<file path="src/rtl/cmd_packet_pkg.sv">
// Shared constants, state encoding and packet-length helpers for cmd_packet_tx.
// CMD_PACKET_TX_CHECKSUM_EN adds one trailing XOR checksum byte to every packet.
package cmd_packet_pkg;

   localparam logic [7:0] CMD_FREQ_DEF = 8'h0A;
   localparam logic [7:0] CMD_DATA_DEF = 8'h0B;

   typedef enum logic [1:0] {
      ST_IDLE,
      ST_START,
      ST_WAIT,
      ST_FINISH
   } state_e;

   // Control byte layout: {channel[3:0], 1'b0, mode, 2'b01}
   localparam int unsigned CTRL_CH_LSB   = 4;
   localparam int unsigned CTRL_MODE_BIT = 2;
   localparam logic [1:0]  CTRL_TAG      = 2'b01;

   localparam int unsigned HDR_LEN      = 1;
   localparam int unsigned FREQ_TRL_LEN = 2;
   localparam int unsigned DATA_TRL_LEN = 1;
`ifdef CMD_PACKET_TX_CHECKSUM_EN
   localparam int unsigned CSUM_LEN     = 1;
`else
   localparam int unsigned CSUM_LEN     = 0;
`endif

   function automatic int unsigned pkt_len(input int unsigned data_bit, input logic is_data);
      return HDR_LEN + data_bit / 8 + (is_data ? DATA_TRL_LEN : FREQ_TRL_LEN) + CSUM_LEN;
   endfunction

endpackage

</file>
<file path="src/rtl/cmd_packet_tx.sv">
// Serialises frequency/data command packets into a byte-wide UART transmitter.
// Define CMD_PACKET_TX_CHECKSUM_EN to append an XOR checksum byte to each packet.
module cmd_packet_tx
   import cmd_packet_pkg::*;
#(
   parameter int unsigned DATA_BIT = 32,
   parameter logic [7:0]  CMD_FREQ = CMD_FREQ_DEF,
   parameter logic [7:0]  CMD_DATA = CMD_DATA_DEF
) (
   input  logic                clk_i,
   input  logic                rst_ni,
   input  logic                req_valid_i,
   output logic                req_ready_o,
   input  logic                req_type_i,
   input  logic [DATA_BIT-1:0] pattern_i,
   input  logic [3:0]          channel_i,
   input  logic                mode_i,
   input  logic [7:0]          slow_period_i,
   input  logic [7:0]          fast_period_i,
   output logic                tx_start_o,
   output logic [7:0]          tx_data_o,
   input  logic                tx_done_tick_i,
   output logic                busy_o,
   output logic                done_tick_o
);

   localparam int unsigned NB      = DATA_BIT / 8;
   localparam int unsigned MAX_LEN = HDR_LEN + NB + FREQ_TRL_LEN + CSUM_LEN;
   localparam int unsigned CW      = $clog2(MAX_LEN);

   state_e                state;
   logic [CW-1:0]         cnt;
   logic [CW-1:0]         last_q;
   logic                  type_q;
   logic [DATA_BIT-1:0]   pat_q;
   logic [3:0]            ch_q;
   logic                  mode_q;
   logic [7:0]            slow_q;
   logic [7:0]            fast_q;
`ifdef CMD_PACKET_TX_CHECKSUM_EN
   logic [7:0]            csum_q;
`endif

   int unsigned           nxt_idx;
   logic [7:0]            ctrl_byte;
   logic [7:0]            nxt_byte;

   // Byte that follows the one currently in flight (index cnt+1 of the packet).
   always_comb begin
      ctrl_byte                  = '0;
      ctrl_byte[CTRL_CH_LSB +: 4] = ch_q;
      ctrl_byte[CTRL_MODE_BIT]   = mode_q;
      ctrl_byte[1:0]             = CTRL_TAG;

      nxt_idx  = 32'(cnt) + 1;
      nxt_byte = '0;
      if (nxt_idx <= NB) begin
         nxt_byte = 8'(pat_q >> ((NB - nxt_idx) * 8));
      end else if (type_q) begin
         if (nxt_idx == NB + 1) nxt_byte = ctrl_byte;
`ifdef CMD_PACKET_TX_CHECKSUM_EN
         else                   nxt_byte = csum_q;
`endif
      end else begin
         if (nxt_idx == NB + 1)      nxt_byte = slow_q;
         else if (nxt_idx == NB + 2) nxt_byte = fast_q;
`ifdef CMD_PACKET_TX_CHECKSUM_EN
         else                        nxt_byte = csum_q;
`endif
      end
   end

   always_ff @(posedge clk_i or negedge rst_ni) begin
      if (!rst_ni) begin
         state       <= ST_IDLE;
         cnt         <= '0;
         last_q      <= '0;
         type_q      <= 1'b0;
         pat_q       <= '0;
         ch_q        <= '0;
         mode_q      <= 1'b0;
         slow_q      <= '0;
         fast_q      <= '0;
         tx_start_o  <= 1'b0;
         tx_data_o   <= '0;
         done_tick_o <= 1'b0;
         busy_o      <= 1'b0;
         req_ready_o <= 1'b0;
`ifdef CMD_PACKET_TX_CHECKSUM_EN
         csum_q      <= '0;
`endif
      end else begin
         tx_start_o  <= 1'b0;
         done_tick_o <= 1'b0;
         case (state)
            ST_IDLE: begin
               req_ready_o <= 1'b1;
               busy_o      <= 1'b0;
               if (req_valid_i && req_ready_o) begin
                  type_q      <= req_type_i;
                  pat_q       <= pattern_i;
                  ch_q        <= channel_i;
                  mode_q      <= mode_i;
                  slow_q      <= slow_period_i;
                  fast_q      <= fast_period_i;
                  cnt         <= '0;
                  last_q      <= CW'(pkt_len(DATA_BIT, req_type_i) - 1);
                  tx_data_o   <= req_type_i ? CMD_DATA : CMD_FREQ;
                  tx_start_o  <= 1'b1;
                  req_ready_o <= 1'b0;
                  busy_o      <= 1'b1;
                  state       <= ST_START;
`ifdef CMD_PACKET_TX_CHECKSUM_EN
                  csum_q      <= req_type_i ? CMD_DATA : CMD_FREQ;
`endif
               end
            end
            // The final byte waits in FINISH so its tick can retire straight to IDLE.
            ST_START: state <= (cnt == last_q) ? ST_FINISH : ST_WAIT;
            ST_WAIT: begin
               if (tx_done_tick_i) begin
                  cnt        <= cnt + 1'b1;
                  tx_data_o  <= nxt_byte;
                  tx_start_o <= 1'b1;
                  state      <= ST_START;
`ifdef CMD_PACKET_TX_CHECKSUM_EN
                  csum_q     <= csum_q ^ nxt_byte;
`endif
               end
            end
            ST_FINISH: begin
               if (tx_done_tick_i) begin
                  done_tick_o <= 1'b1;
                  req_ready_o <= 1'b1;
                  busy_o      <= 1'b0;
                  state       <= ST_IDLE;
               end
            end
            default: state <= ST_IDLE;
         endcase
      end
   end

endmodule

</file>
<file path="config.mk">
export PLATFORM = sky130hd
export DESIGN_NAME = cmd_packet_tx
export DESIGN_NICKNAME = d
export VERILOG_FILES = /design/src/rtl/cmd_packet_pkg.sv /design/src/rtl/cmd_packet_tx.sv
export SDC_FILE = /design/constraint.sdc
export NUM_CORES = 1
export LEC_CHECK = 0
export CAP_MARGIN = 5
export CORE_MARGIN = 1
export CORE_UTILIZATION = 48
export DETAILED_ROUTE_END_ITERATION = 6
export PLACE_DENSITY = 0.76
export SLEW_MARGIN = 10
export SYNTH_ARGS = -nofsm -noshare
export SYNTH_HDL_FRONTEND = slang
export SYNTH_SLANG_ARGS = --single-unit
</file>
<file path="constraint.sdc">
create_clock -name clk_i -period 2.9 [get_ports clk_i]
set_clock_uncertainty 0.15 [all_clocks]
set_input_delay 0.435 -clock clk_i [delete_from_list [all_inputs] [get_ports clk_i]]
set_output_delay 0.435 -clock clk_i [all_outputs]
set_load 0.03 [all_outputs]
</file>
=== Yosys cells after proc, flatten, opt, wreduce, memory -nomap -nowiden ===
Index checks and enable logic that the tools add are counted.

* Memories: 0
* Bits in writable memories: 0
* Output and inout port bits: 12
* Bits in read-only memories: 0
* Register bits: 74
* Latch bits: 0
* Input port bits: 58
* Word-level logic and storage cells: 65

* Shifts and indexed selects: 1
* $mul: 0
* Reductions and logical operators: 8
* Muxes and demuxes: 27
* Equality and inequality tests: 9
* Order comparisons: 1
* Bitwise gates (word level): 0
* $add $sub $neg: 5
* Divide/modulo/power cells: 0

{| class="wikitable"
|+ Operators by type and width
! operator !! number
|-
| 8-bit 2-to-1 mux || 7
|-
| 32-bit by 32-bit >> shifter with 8-bit output || 1
|-
| 8-bit one-hot mux with 2 select lines || 1
|-
| 4-bit by 3-bit == test with 1-bit output (second input constant) || 2
|-
| 1-bit 2-to-1 mux || 8
|-
| 2-bit 2-to-1 mux || 4
|-
| 2-bit one-hot mux with 4 select lines || 1
|-
| 3-bit 2-to-1 mux || 2
|-
| 2-bit inequality test (second input constant) || 3
|-
| 1-bit one-hot mux with 2 select lines || 3
|-
| 3-bit one-hot mux with 2 select lines || 1
|-
| 3-bit AND reduction || 2
|-
| 3-bit by 4-bit subtractor with 5-bit output (first input constant) || 1
|-
| 3-bit by 1-bit adder with 4-bit output (second input constant) || 1
|-
| 2-bit == test (second input constant) || 2
|-
| 4-bit by 3-bit less-or-equal comparator with 1-bit output (second input constant) || 1
|-
| 2-bit AND reduction || 2
|-
| 2-bit nonzero test || 2
|-
| 3-bit by 1-bit adder with 3-bit output (second input constant) || 1
|-
| 3-bit by 2-bit adder with 3-bit output (first input constant) || 1
|-
| 3-bit == test || 1
|-
| 3-bit by 1-bit subtractor with 3-bit output (second input constant) || 1
|-
| 2-bit by 1-bit == test with 1-bit output (second input constant) || 1
|-
| 2-bit logical NOT || 1
|-
| 1-bit logical AND || 1
|}

=== Logic depth before layout (Yosys ltp) ===
Gate-level depths: netlist of run 1.

* Depth after elaboration: 8
* Depth in mapped cells: 8
* Mapped depth without buffers: 7

=== Worst setup path after synthesis of run 1 ===
Ideal clock, no wire load.

* Path kind: reg-to-reg
* From: reg cnt[0]
* To: reg tx_data_o[0]
* Setup time: 0.121 ns
* Clock period less this slack: 2.418 ns
* Data arrival time: 2.147 ns
* Cell stages (with the launch flop): 8
* Setup slack: 0.482 ns
* Data required time: 2.629 ns
* Path buffers: 1
* Cell sequence: dfrtp_1 buf_4 inv_1 ha_1 nor2_2 mux4_2 a221o_1 a22o_1

* Word-level cells in the longest chain between the ends: 8
* Elaborated cells on any way between the ends: 13
* Classes of those cells: add/sub (2); order compare (1); eq/ne (2); shift (1); mux (7)

{| class="wikitable"
|+ Ends and longest elaborated chain
! item !! line !! RTL
|-
| start: declaration || cmd_packet_tx.sv:32 || <nowiki>logic [CW-1:0] cnt;</nowiki>
|-
| start signal: assignment || cmd_packet_tx.sv:122 || <nowiki>cnt <= cnt + 1'b1;</nowiki>
|-
| 3-bit by 1-bit adder with 4-bit output (*) || cmd_packet_tx.sv:55 || <nowiki>nxt_idx = 32'(cnt) + 1;</nowiki>
|-
| parallel branches: the longest is 4 deep, another holds 3-bit by 4-bit subtractor with 5-bit output || - ||
|-
| 8-bit 2-to-1 mux (*) || cmd_packet_tx.sv:57 || <nowiki>if (nxt_idx <= NB) begin</nowiki>
|-
| 8-bit 2-to-1 mux (*) || cmd_packet_tx.sv:121 || <nowiki>if (tx_done_tick_i) begin</nowiki>
|-
| 8-bit one-hot mux with 2 select lines (*) || cmd_packet_tx.sv:95 || <nowiki>case (state)</nowiki>
|-
| end signal: assignment || cmd_packet_tx.sv:108 || <nowiki>tx_data_o <= req_type_i ? CMD_DATA : CMD_FREQ;</nowiki>
|-
| end signal: assignment || cmd_packet_tx.sv:123 || <nowiki>tx_data_o <= nxt_byte;</nowiki>
|-
| end: declaration || cmd_packet_tx.sv:21 || <nowiki>output logic [7:0] tx_data_o,</nowiki>
|}

Every way passes the cells marked *. The select of a mux whose other input is x is not followed.
A chain may end at the register's enable or synchronous reset.

=== Worst setup path in the final report of run 1 ===
Ends and elaborated chain as after synthesis.

==> run summary, run 1 <==
status -> completed
Port Buffer Count -> 69
Remaining Overflow, GRT -> 0
Non-Filler Instances -> 511
Total Routed Length -> 7570 um
Detailed Routing Iterations Pass 1 -> 4
worst vdd rail ir drop -> 0.4381 mV
crit share post-route -> 0.8263
via density per instance -> 5.276
Overall Global Routing Usage -> 0.2287
share of layout cells above drive strength 1 -> 0.09447
Routed wire per std cell -> 14.81 um
Starting Density -> 0.5098
placed cell areas -> 4101 um^2
commonest non-fill, non-tap cell in the layout -> nand2_1
# resized after CTS -> 0
crit path capture type -> flop
clock latency on the worst-skew pair -> 350 ps
Die ar. -> 7274 um^2
Yosys reg bits -> 73
Critical Path RT -> 2980 ps
Hold Vio Cnt, Final -> 0
CP Launch Type -> flop
Root Buffer -> clkbuf_8
routing usage on met3 -> 0.03696
Synth area leaders -> dfrtp_1, nand2_1, mux4_2, a221o_1, o21ai_0
post-layout util -> 0.6613
Tightest Pin Transition -> 674.6 ps
met1 Resource Use GR -> 0.3070
largest net degree at the start of global routing -> 46
final critical-path setup slack -> 503.7 ps
die height -> 85.29 um
dpl cells -> 494
IO Pins -> 70
Initial DRC Count -> 239
Lkg Pwr -> 2.086 nW
Clock transition at path regs -> 70 ps
row count -> 29
global-route wire length before repair -> 12,830 um
area grow syn2layout -> 29.73%
Max-Cap Viols -> 0
Clk network pwr share -> 0.189
TNS Setup -> 0 ps
Worst Path Arrival -> 2480 ps
Slew headroom -> 0.5503
Hold Path Depth -> 2
via count -> 2,696
htree depth -> 3
ANT nets after route -> 0
final setup vio count -> 0
Nets -> 491
Finished Cell Area -> 4319 um^2
kind of critical path -> flop to flop
Yosys top cell by area -> dfrtp_1
reg2reg path depth -> 7
switching share of total power -> 0.3774
antenna violations before repair -> 0
RSZ-0062 raised after global routing -> no
cell internal pwr -> 2.732 mW
power per cell area -> 1016 nW/um^2
Seq pwr share -> 0.407
routing usage on met2 -> 0.3724
Synth Cell Area -> 3329 um^2
Synthesis Warnings -> 0
CTS sink cnt -> 73
syn_nets -> 421
top cell type's share of synthesized area -> 0.5487
Peak Freq -> 0.4173 GHz
crit path time final -> 2396 ps
final RePlAce weighted congestion -> 0.8534
CTS buffer count -> 9
Sw Pwr -> 1.656 mW
Final Power -> 4.388 mW
die width -> 85.29 um
fin. max-slew vios -> 0
Syn Inst Count -> 359
Seq/Total Area, Yosys -> 0.5487
CTS tree -> yes
vias in the first global route -> 2,752
Logic pwr share -> 0.404
diodes inserted -> 0
most frequent cells in the layout -> nand2_1, dfrtp_1, clkdlybuf4s50_1, o21ai_0, clkbuf_8
hold_ws -> 327.3 ps
Core ar. -> 6531 um^2
gr busiest metal -> met2
Avg Cell Area, Syn -> 9.274 um^2
Min-Delay Path Class -> flop to flop
DRC violations left -> 0
hpwl dp -> 5490 um
worst-path fanout max -> 8
dpl ws -> 405.3 ps
Yosys cell types -> 35
clk buf depth -> 2
[power groups by stage]
stage          logic (mW)  registers (mW)  clock network [mW]
3_3_place_gp         1.72            1.78                   0
5_1_grt              1.97            1.84               0.884
2_1_floorplan        1.18            1.78                   0
3_5_place_dp         1.76            1.80                   0
6_report             1.77            1.79               0.829
4_1_cts              1.78            1.78               0.841
[repair_timing]
item                                   in CTS  in global routing
buffers inserted                            0                  0
hold buffers                                1                  0
endpoints found under the hold margin      28                  0
[kinds of logic after synthesis]
logic type | synth area share
AND/OR/NAND/NOR | 0.2499
buffers and inverters | 0.03119
AO/OA/AOI/OAI | 0.08719
multiplexers | 0.05750
adder cells (fa/ha/maj) | 0.01503
flip-flops | 0.5487
XOR/XNOR | 0.01052
[cell usage after synthesis, drive strengths merged]
cell,count
and2,2
and3,7
nand4,2
nand2,168
a22o,2
nand2b,3
clkbuf,7
xor2,1
inv,4
xnor2,3
mux2,1
ha,4
mux4,8
nand4b,1
or2,1
nor3,1
o2111a,1
dfrtp,73
a21oi,7
a221o,6
buf,12
o21ai,13
nor2,10
a21o,1
nor2b,3
o21a,1
a21bo,1
o22ai,1
nand3,7
a22oi,8
[state kept, by name, summed over array words and instances (netlist names), 2 cells and up]
signal	cells
tx_data_o	8
pat_q	32
last_q	3
ch_q	4
cnt	3
state	2
slow_q	8
fast_q	8
[final timing paths]
kind                                 startpoint                        to  slack, ps
setup / recovery             cnt[0]$_DFFE_PN0P_  tx_data_o[0]$_DFFE_PN0P_        500
hold / removal             pat_q[4]$_DFFE_PN0P_      pat_q[4]$_DFFE_PN0P_        330
setup reg to reg             cnt[0]$_DFFE_PN0P_  tx_data_o[0]$_DFFE_PN0P_        500
hold reg to reg            pat_q[4]$_DFFE_PN0P_      pat_q[4]$_DFFE_PN0P_        330
max in group asynchronous                rst_ni     pat_q[28]$_DFFE_PN0P_       1410
min in group asynchronous                rst_ni     slow_q[4]$_DFFE_PN0P_        510
[critical path, stage by stage (launching register included)]
cell and delay, ps:
dfrtp_1 360, buf_4 180, inv_1 90, ha_1 220, nor2_2 350, mux4_2 390, a221o_1 360, a22o_1 190
[metal layers]
metal  routed length, um  share of wire
met1                3465           0.46
met5                   0              0
met4                 168          0.022
met3                 296          0.039
met2                3639           0.48
[layout make-up]
class | instances | area [um^2]
clock inverters | 2 | 35.03
flip-flops and latches | 73 | 1827
well taps | 77 | 96.34
fillers | 531 | 2212
clock buffers | 14 | 172.7
multi-input cells | 263 | 1405
inverters | 4 | 15.01
repair buffers | 78 | 768.2
(Power assumes the default switching activity.)
==> run 2: changes to the inputs <==
Settings changed: CORE_UTILIZATION 48 to 46.
Clock period 2.9 ns to 2.15 ns, I/O delays scaled along.
==> run 2 against run 1 <==
Compared with the run above: design area is 2.2% higher; critical path type unchanged; critical path depth is 1 higher; die area is 4.2% higher; worst hold slack worse by 4.9 ps; largest power group is now combinational logic; first-iteration DRC count is 27% lower; clock power is 36% higher; maximum frequency is 20% higher; final cell count is 4.5% higher; critical endpoint is now tx_data_o[5]$_DFFE_PN0P_.
==> run summary, run 2 (same netlist as run 1, synthesis figures left out) <==
status -> completed
Routed wire per std cell -> 14.52 um
hold_ws -> 322.4 ps
IO Pins -> 70
Port Buffer Count -> 69
Max-Cap Viols -> 0
Root Buffer -> clkbuf_8
post-CTS setup buffer count -> 0
area grow syn2layout -> 32.58%
Final Power -> 6.054 mW
vias in the first global route -> 2,707
dpl cells -> 517
Slowest Stage Delay on Critical Path -> 420 ps
TNS Setup -> 0 ps
Starting Density -> 0.4821
Peak Freq -> 0.4993 GHz
CTS buffer count -> 9
clock latency on the worst-skew pair -> 340 ps
largest net degree at the start of global routing -> 74
Overall Global Routing Usage -> 0.2284
Remaining Overflow, GRT -> 0
Nets -> 495
crit share post-route -> 0.9315
global-route wire length before repair -> 12,920 um
clk buf depth -> 2
ANT nets after route -> 0
dpl ws -> 118.4 ps
row count -> 30
Core ar. -> 6907 um^2
share of layout cells above drive strength 1 -> 0.1187
placed cell areas -> 4187 um^2
Multi-input gate area -> 1424 um^2
worst vdd rail ir drop -> 0.5674 mV
hpwl dp -> 5614 um
CTS tree -> yes
Largest register FFs -> 32
final setup vio count -> 0
CP top delay family -> compound AO/OA/AOI/OAI gates
CP Launch Type -> flop
power per cell area -> 1371 nW/um^2
Critical Path RT -> 2220 ps
worst-path fanout max -> 6
Min-Delay Path Class -> flop to flop
via density per instance -> 5.165
crit path time final -> 2003 ps
Register Area -> 1829 um^2
kind of critical path -> flop to flop
Tightest Pin Transition -> 447.8 ps
Lkg Pwr -> 2.109 nW
diodes inserted -> 0
die height -> 87.08 um
commonest non-fill, non-tap cell in the layout -> nand2_1
Die ar. -> 7582 um^2
crit path capture type -> flop
antenna violations before repair -> 0
Hold Vio Cnt, Final -> 0
Total Routed Length -> 7755 um
Crit-path slowest cell -> dfrtp_2
crit path buf inv count -> 2
CTS sink cnt -> 73
die width -> 87.08 um
Detailed Routing Iterations Pass 1 -> 4
final RePlAce weighted congestion -> 0.8233
FILL cells -> 597
via count -> 2,758
CP Cell Sequence -> inv_2, ha_1, nor2b_1, buf_4, a22oi_1, o21ai_0, and3_1, a221o_1
htree depth -> 3
RSZ-0062 raised after global routing -> no
Initial DRC Count -> 175
post-layout util -> 0.6391
fin. max-slew vios -> 0
Slew headroom -> 0.7015
Clock transition at path regs -> 80 ps
DRC violations left -> 0
Most flops, register -> pat_q
Finished Cell Area -> 4414 um^2
Worst Path Arrival -> 2080 ps
most frequent cells in the layout -> nand2_1, dfrtp_1, clkdlybuf4s50_1, o21ai_0, clkbuf_8
Non-Filler Instances -> 534
final critical-path setup slack -> 147.4 ps
==> run 2: what timing repair did <==
action                                 in CTS  in global routing
hold buffers                                1                  0
setup endpoints to repair                   0                  5
endpoints found under the hold margin      73                  0
resized for setup                           0                  2
==> run 2: final cells by class <==
cell class	count	area share
Multi-Input combinational cell	263	0.3226
Tap cell	96	0.02721
Sequential cell	73	0.4144
Timing Repair Buffer	82	0.1837
Clock buffer	12	0.03741
Inverter	4	0.003401
Clock inverter	4	0.01134
==> run 2: path summary, 6_finish.rpt <==
path / start / to / slack, ps / depth (start not counted)
max: cnt[1]$_DFFE_PN0P_ / tx_data_o[5]$_DFFE_PN0P_ / 150 / 8
min: slow_q[6]$_DFFE_PN0P_ / slow_q[6]$_DFFE_PN0P_ / 320 / 2
max reg2reg: cnt[1]$_DFFE_PN0P_ / tx_data_o[5]$_DFFE_PN0P_ / 150 / 8
min reg2reg: slow_q[6]$_DFFE_PN0P_ / slow_q[6]$_DFFE_PN0P_ / 320 / 2
max in group asynchronous: rst_ni / cnt[0]$_DFFE_PN0P_ / 1130 / 3
min in group asynchronous: rst_ni / fast_q[1]$_DFFE_PN0P_ / 390 / 3
==> run 2: per-layer routing <==
layer | share of wire | track usage | routed length [um]
met5 | 0 | 0 | 0
met1 | 0.47 | 0.3075 | 3621
met2 | 0.47 | 0.3636 | 3673
met3 | 0.042 | 0.04455 | 325
met4 | 0.017 | 0.09394 | 134
==> run 2: power by group <==
group,internal (mW),total [mW],switching (mW),leakage [nW]
combinational,1.16,2.49,1.33,1.09
sequential,1.98,2.44,0.457,0.909
clock,0.629,1.13,0.499,0.105
total,3.76,6.05,2.29,2.11
==> run 2: tightest hold or removal path, stage by stage, from the launching register on <==
cell,delay [ps]
dfrtp_1,340
nand2_1,50
nand2_1,50
